File: config.mk
export PLATFORM = sky130hd
export DESIGN_NAME = i_fetch
export DESIGN_NICKNAME = d
export VERILOG_FILES = /design/src/rtl/pipeline_pkg.sv /design/src/rtl/if_id_reg.sv /design/src/rtl/i_fetch.sv
export SDC_FILE = /design/constraint.sdc
export NUM_CORES = 1
export LEC_CHECK = 0
export CAP_MARGIN = 5
export CORE_MARGIN = 2
export CORE_UTILIZATION = 52
export DETAILED_ROUTE_END_ITERATION = 8
export PLACE_DENSITY = 0.81
export SLEW_MARGIN = 20
export SYNTH_ARGS = -nofsm -noshare
export SYNTH_HDL_FRONTEND = slang
export SYNTH_SLANG_ARGS = --single-unit
File: constraint.sdc
create_clock -name clk -period 3 [get_ports clk]
set_input_delay 0.3 -clock clk [delete_from_list [all_inputs] [get_ports clk]]
set_output_delay 0.3 -clock clk [all_outputs]
set_load 0.03 [all_outputs]
File: src/rtl/pipeline_pkg.sv
// Shared definitions for the MIPS pipeline: reset/NOP defaults, fetch FSM states
// and word-alignment helpers.
package pipeline_pkg;

    localparam logic [31:0] NOP_WORD_DEFAULT = 32'h0000_0000;
    localparam logic [31:0] RESET_PC_DEFAULT = 32'h0000_0000;
    localparam logic [31:0] WORD_ALIGN_MASK  = 32'hFFFF_FFFC;

    typedef enum logic [1:0] {
        REQ   = 2'd0,
        DRAIN = 2'd1,
        HOLD  = 2'd2
    } fetch_state_t;

    function automatic logic [31:0] word_align(input logic [31:0] addr);
        return addr & WORD_ALIGN_MASK;
    endfunction

endpackage

File: src/rtl/if_id_reg.sv
// IF/ID pipeline register: instruction, PC+4 and valid bit, with load, hold
// and flush (flush inserts a NOP bubble and beats both load and hold).
module if_id_reg
    import pipeline_pkg::*;
#(
    parameter logic [31:0] NOP_WORD = NOP_WORD_DEFAULT
) (
    input  logic        clk,
    input  logic        rst,
    input  logic        load,
    input  logic        hold,
    input  logic        flush,
    input  logic [31:0] instr_next,
    input  logic [31:0] npc_next,
    output logic [31:0] instruction,
    output logic [31:0] npc,
    output logic        valid
);

    always_ff @(posedge clk) begin
        if (rst || flush) begin
            instruction <= NOP_WORD;
            npc         <= '0;
            valid       <= 1'b0;
        end else if (load && !hold) begin
            instruction <= instr_next;
            npc         <= npc_next;
            valid       <= 1'b1;
        end
    end

endmodule

File: src/rtl/i_fetch.sv
// Instruction-fetch stage: PC register, next-PC selection and the imem
// req/ready handshake FSM feeding the IF/ID register.
module i_fetch
    import pipeline_pkg::*;
#(
    parameter logic [31:0] RESET_PC = RESET_PC_DEFAULT,
    parameter logic [31:0] NOP_WORD = NOP_WORD_DEFAULT
) (
    input  logic        clk,
    input  logic        rst,
    input  logic        stall_in,
    input  logic        branch_taken_in,
    input  logic [31:0] branch_target_in,
    input  logic        jump_in,
    input  logic [31:0] jump_target_in,
    output logic        imem_req_out,
    output logic [31:0] imem_addr_out,
    input  logic        imem_ready_in,
    input  logic [31:0] imem_data_in,
    output logic [31:0] instruction_out,
    output logic [31:0] npc_out,
    output logic        valid_out
);

    fetch_state_t state, state_n;
    logic [31:0]  pc, pc_n;
    logic [31:0]  pend_pc, pend_n;
    logic [31:0]  buf_instr, buf_instr_n;
    logic [31:0]  buf_npc, buf_npc_n;
    logic         redirect;
    logic [31:0]  target;
    logic [31:0]  pc_seq;
    logic         ifid_load;
    logic         ifid_flush;
    logic [31:0]  ifid_instr;
    logic [31:0]  ifid_npc;

    assign redirect      = jump_in | branch_taken_in;
    assign target        = word_align(jump_in ? jump_target_in : branch_target_in);
    assign pc_seq        = pc + 32'd4;
    assign imem_addr_out = word_align(pc);
    assign imem_req_out  = (state != HOLD);

    always_ff @(posedge clk) begin
        if (rst) begin
            state     <= REQ;
            pc        <= word_align(RESET_PC);
            pend_pc   <= '0;
            buf_instr <= '0;
            buf_npc   <= '0;
        end else begin
            state     <= state_n;
            pc        <= pc_n;
            pend_pc   <= pend_n;
            buf_instr <= buf_instr_n;
            buf_npc   <= buf_npc_n;
        end
    end

    always_comb begin
        state_n     = state;
        pc_n        = pc;
        pend_n      = pend_pc;
        buf_instr_n = buf_instr;
        buf_npc_n   = buf_npc;
        ifid_load   = 1'b0;
        ifid_flush  = 1'b0;
        ifid_instr  = imem_data_in;
        ifid_npc    = pc_seq;

        case (state)
            REQ: begin
                if (imem_ready_in) begin
                    if (redirect) begin
                        pc_n       = target;
                        ifid_flush = 1'b1;
                    end else if (stall_in) begin
                        buf_instr_n = imem_data_in;
                        buf_npc_n   = pc_seq;
                        pc_n        = pc_seq;
                        state_n     = HOLD;
                    end else begin
                        ifid_load = 1'b1;
                        pc_n      = pc_seq;
                    end
                end else if (redirect) begin
                    // Request already in flight: keep the address, remember the target.
                    pend_n     = target;
                    ifid_flush = 1'b1;
                    state_n    = DRAIN;
                end
            end
            DRAIN: begin
                if (redirect) begin
                    pend_n     = target;
                    ifid_flush = 1'b1;
                end
                if (imem_ready_in) begin
                    pc_n    = redirect ? target : pend_pc;
                    state_n = REQ;
                end
            end
            HOLD: begin
                if (redirect) begin
                    pc_n       = target;
                    ifid_flush = 1'b1;
                    state_n    = REQ;
                end else if (!stall_in) begin
                    ifid_load  = 1'b1;
                    ifid_instr = buf_instr;
                    ifid_npc   = buf_npc;
                    state_n    = REQ;
                end
            end
            default: state_n = REQ;
        endcase
    end

    if_id_reg #(
        .NOP_WORD (NOP_WORD)
    ) u_if_id (
        .clk         (clk),
        .rst         (rst),
        .load        (ifid_load),
        .hold        (stall_in),
        .flush       (ifid_flush),
        .instr_next  (ifid_instr),
        .npc_next    (ifid_npc),
        .instruction (instruction_out),
        .npc         (npc_out),
        .valid       (valid_out)
    );

endmodule

* Word-level counts from Yosys, hierarchy flattened
Index checks and enable logic that the tools add are counted.
** Word-level totals
- Bits in registers :: 195
- Logic and storage cells :: 62
** Operators by class
- Add/subtract/negate cells :: 1
- Equality and inequality tests :: 11
- Multiplexer cells :: 29
- Bitwise gates (word level) :: 2
- Reductions and logical operators :: 11
** Operator list (number)
- 32-bit 2-to-1 mux :: 13
- 32-bit one-hot mux with 3 select lines :: 1
- 32-bit one-hot mux with 2 select lines :: 1
- 32-bit by 3-bit adder with 32-bit output (second input constant) :: 1
- 2-bit 2-to-1 mux :: 7
- 3-bit != test (second input constant) :: 4
- 2-bit != test (second input constant) :: 5
- 2-bit one-hot mux with 3 select lines :: 1
- 1-bit 2-to-1 mux :: 5
- 5-bit AND reduction :: 1
- 4-bit AND reduction :: 1
- 3-bit AND reduction :: 1
- 3-bit nonzero test :: 1
- 3-bit OR reduction :: 1
- 2-bit by 1-bit equality test with 1-bit output (second input constant) :: 1
- 2-bit equality test (second input constant) :: 1
- 2-bit zero test :: 1
- 1-bit one-hot mux with 2 select lines :: 1
- 2-bit AND reduction :: 1
- 2-bit nonzero test :: 1
- 1-bit logical AND :: 1
- 1-bit zero test :: 1
- 1-bit logical OR :: 1
- 1-bit NOT :: 1
- 1-bit OR :: 1

* Depth between registers and ports, before layout
Gate-level depths: netlist (run 1).
- Depth after elaboration :: 5
- Depth in mapped cells :: 10
- Depth with buffers taken out :: 7

* Cells and area by module
From an unflattened synthesis (run 1), not the netlist that was laid out.
** Unflattened totals
- Cells, all modules :: 1253
- Area total of the unflattened synthesis :: 9902.0 um^2
** Modules (own cells, without submodules)
- i_fetch :: instances 1, cells an instance 970, area each 7654.8 um^2
- if_id_reg :: instances 1, cells an instance 283, area each 2247.2 um^2

* Worst setup path after synthesis (run 1)
No wires, ideal clock.
- Path kind :: register -> register
- Start point :: reg pc[3]
- End point :: reg buf_npc[26]
- Library setup time :: 0.066 ns
- Arrival time :: 2.295 ns
- Data required time :: 2.934 ns
- Path slack :: 0.639 ns
- Cell stages (with the launch flop) :: 9
- Buffers on the path :: 2
- Clock period less this slack :: 2.361 ns
- Path through :: dfxtp_1 -> ha_1 -> clkbuf_1 -> inv_1 -> or4_1 -> buf_2 -> or4_4 -> and2_4 -> a21oi_2
** On the way
- Cells in the longest elaborated chain, start to end :: 2
** RTL lines
- from (decl) :: line i_fetch.sv:26 : logic [31:0] pc, pc_n;
- from (signal assigned) :: line i_fetch.sv:47 : pc <= word_align(RESET_PC);
- from (signal assigned) :: line i_fetch.sv:53 : pc <= pc_n;
- 32-bit by 3-bit adder with 32-bit output :: line i_fetch.sv:40 : assign pc_seq = pc + 32'd4;
- 32-bit 2-to-1 mux :: line i_fetch.sv:77 : end else if (stall_in) begin
- to (signal assigned) :: line i_fetch.sv:56 : buf_npc <= buf_npc_n;
- to (decl) :: line i_fetch.sv:29 : logic [31:0] buf_npc, buf_npc_n;
No other way between the ends.
A chain may end at the register's enable or synchronous reset.

* Final worst setup path (run 1)
- Start point :: reg state[0]
- End point :: out imem_req_out
** On the way
- Cells in the longest elaborated chain, start to end :: 1
** RTL lines
- from (decl) :: line i_fetch.sv:25 : fetch_state_t state, state_n;
- from (signal assigned) :: line i_fetch.sv:52 : state <= state_n;
- 2-bit != test :: line i_fetch.sv:42 : assign imem_req_out = (state != HOLD);
- to (decl) :: line i_fetch.sv:16 : output logic imem_req_out,
No other way between the ends.

==> results by group, run 1 <==
Run status
  – Outcome: completed

STA
  – Max_slew headroom: between 50% and 60%
  – Unrepaired setup endpoints after global routing: no
  – PnR worst setup slack: about 0.13 ns
  – Skew final: around 0.013 ns
  – Final hold vios: 0
  – Post-layout minimum cycle time: 2.87 ns
  – Worst hold slack: 0.106 ns
  – Fin. max-slew vios: 0
  – Final setup violation count: 0
  – Max frequency: between 300 and 400 MHz
  – Tcrit/Tclk final: approximately 96%
  – Worst slew pin tran: 0.713 ns
  – Final setup TNS: 0 ns

Logic synthesis
  – Syn Area/Cell: 7.98 um2
  – Cells after synthesis: 1,241
  – Main synth FF type: dfxtp_1
  – Post-Syn Area: between 9000 and 10,000 um2
  – Post-synth EDFFs: 0
  – Seq cells post-synth: between 150 and 200
  – Synth warnings: 0
  – Synth async-reset ratio: 0%
  – Sequential share of the synthesized area: roughly two fifths
  – Post-synthesis cell type count: 75

Clocking
  – CTS Sinks: about 200
  – CTS tree: built
  – Clock-pin slew on the worst setup and hold paths: roughly 0.08 ns
  – Htree depth: 4
  – CTS Root Cell: clkbuf_16
  – Post-cts resize count: 0
  – TritonCTS buffer count: 17
  – Worst-Skew Late Latency: 0.44 ns
  – Setup bufs post-CTS: 0
  – Clk buf depth: 2
  – CTS Hold Bufs: 0

Floorplanning
  – I/O pins: 200
  – Initial core utilization: around 53%
  – Die W: 142 um
  – Site Rows: 50
  – Die height: ~140 um
  – Core outline area: 18,700 um2
  – Die area: between 20,000 and 25,000 um2

Placed design
  – Port-buffer cells: 193
  – Gpl congestion: about 0.91
  – DP HPWL: 21,100 um
  – Placed Instance Area: 11,900 um2
  – Pre-CTS WS: approximately 0.47 ns

Critical path
  – Crit path DAT: between 2 and 3 ns
  – Crit path required time: 2.70 ns
  – Flop2flop setup slack: around 0.46 ns
  – Critical path class: reg -> out
  – Kind of start point of the critical path: register
  – Cell depth of the worst flop-to-flop path: 7
  – CP endpoint kind: output pin
  – Worst R2R Start: state[0]$_SDFFE_PP0P_
  – Largest fanout on the critical path: 12
  – CP Launch Point: state[0]$_SDFFE_PP0P_

Global routing
  – Number of global-route vias before repair: 9,100
  – All-Layer GR Usage: ~30%
  – Met3 global-route usage: slightly below 6%
  – Initial antenna violation count: 0
  – Global-route wire length before repair: 49,200 um
  – Largest net degree at the start of global routing: 91
  – Met1 usage: 44.0%
  – GRT Max-Usage Layer: met2
  – Congestion Overflow GR: 0
  – Met2 Use GR: a little under half

Hold path
  – Worst hold path class: in -> reg
  – Min-delay src: rst
  – WHS Path Cells: 2

Detailed routing
  – Drt initial violations: roughly 1,200
  – Post-route ant nets: 0
  – WL per Instance: 19.6 um
  – First-pass DRT Iterations: 5
  – Routed WL: roughly 31,000 um
  – Vias: roughly 10,000
  – Via density: 6.33
  – DRC: 0

Cells and area
  – Number of fill cells in the layout: between 1,500 and 2,000
  – Number of diodes: 0
  – Final core occ: about two thirds
  – Final #Nets: roughly 1,500
  – Share of cells above drive strength 1: 9.24%
  – Post-route design area: approximately 12,000 um2
  – Synthesis-to-finish area growth: 25.9%

Pwr
  – Power density over the cells: 524 nW/um2
  – Peak supply drop: around 0.00050 V
  – Static Leak: about 0.0043 uW

Job
  – MaxCap Viol Count: 0
Yosys cell counts, types with 4 or more instances:
cell type  number  share of area, %
dfxtp_1       195                39
nand2_1       150               5.7
a21oi_1       142               7.2
nor2_1        107               4.1
clkbuf_1       95               3.6
o21ai_0        62               3.1
nand3_1        46               2.3
buf_4          32               2.4
o22ai_1        31               2.0
a311oi_1       29               2.6
a211oi_1       28               2.1
o221ai_1       24               2.1
mux2i_1        20               2.0
nor3_1         20               1.0
xor2_1         16               1.4
a221oi_1       15               1.3
mux2_2         15               1.7
nand4_1        15              0.95
buf_2          13              0.66
inv_1          13              0.49
buf_1          11              0.42
xnor2_1        11              0.97
o31ai_1         9              0.68
and3_1          8              0.51
nor4_1          8              0.51
o211ai_1        7              0.53
a32o_1          6              0.61
a22oi_1         5              0.38
a31oi_1         5              0.32
ha_1            5              0.63
nor2b_1         5              0.32
nor3b_1         5              0.38
o2bb2ai_1       5              0.44
a21o_1          4              0.30
and2_1          4              0.25
and4_1          4              0.35
nand2b_1        4              0.25
o21a_1          4              0.30
or4_1           4              0.30
worst paths after layout:
check,to
max,imem_req_out
min,pend_pc[18]$_SDFFE_PP0P_
max reg2reg,u_if_id.instruction[10]$_SDFFE_PP0P_
min reg2reg,buf_instr[13]$_SDFFE_PP0P_
logic make-up (layout without fill, tap and decap cells):
kind of cell,Yosys count,count (layout),synth area share (%)
compound gates,416,416,27.6
simple gates,395,395,18.4
flops,195,195,39.4
buf+inv,167,289,7.72
mux,35,35,3.73
xor+xnor,27,27,2.39
fa+ha+maj,5,5,0.632
other cells,1,2,0.0379
placed cells by master, fill, tap and decap left out, types with 20 or more instances in the layout:
master / instances
nor2_1: 105
o221ai_1: 24
clkdlybuf4s50_1: 191
a311oi_1: 29
nand3_1: 46
a211oi_1: 28
dfxtp_1: 195
o21ai_0: 62
o22ai_1: 31
a21oi_1: 141
nand2_1: 150
mux2i_1: 20
buf_4: 45
per-layer routing:
| layer | wire length (um) | vias to the layer above |
|---|---|---|
| met5 | 0 | - |
| met4 | 677 | 0 |
| met3 | 2950 | 59 |
| met2 | 14200 | 607 |
| met1 | 13500 | 4721 |
| li1 | - | 4735 |
layout make-up:
cell class / instances / area [um2] / share of cell area, %
multi-input cells: 880 / 5280 / 42.3
clock inverters: 13 / 119 / 0.954
flip-flops and latches: 195 / 3900 / 31.3
well taps: 234 / 293 / 2.35
inverters: 15 / 56.3 / 0.452
repair buffers: 243 / 2370 / 19.1
clock buffers: 18 / 439 / 3.52
where the power goes:
part	switching (uW)	leakage, uW	total [uW]	internal, uW
logic	877	0.00248	1470	591
clock network	1090	0.000272	2190	1110
registers	142	0.00159	2870	2730
total	2100	0.00434	6530	4430
sequential cells by signal (all words and copies together) (netlist names):
register and count:
buf_npc 32, pend_pc 32, pc 32, u_if_id.instruction 32, u_if_id.npc 32, u_if_id.valid 1, buf_instr 32, state 2
critical path, cell delays in order (launching register included):
cell,delay (ns)
dfxtp_1,0.37
inv_1,0.11
ha_1,0.28
buf_4,0.20
inv_1,0.39
clkdlybuf4s50_1,0.79
stage by stage:
| step | power [uW] | std cells |
|---|---|---|
| floorplan | 3830 | 1242 |
| global placement | 4320 | 1567 |
| detailed placement | 4350 | 1567 |
| CTS | 6500 | 1598 |
| global route | 6770 | 1598 |
| finish | 6530 | 1598 |
No activity file was read; power rests on OpenSTA's default activity.
==> inputs of run 2 (changes only) <==
Settings changed: GPL_ROUTABILITY_DRIVEN set to 1.
==> results of run 2 <==
The final DEF is identical to that of run 1; final timing and power are the same.
==> inputs of run 3 (changes only) <==
Settings changed: GPL_ROUTABILITY_DRIVEN 1 to unset.
==> results of run 3 <==
The final DEF is identical to that of run 1; final timing and power are the same.
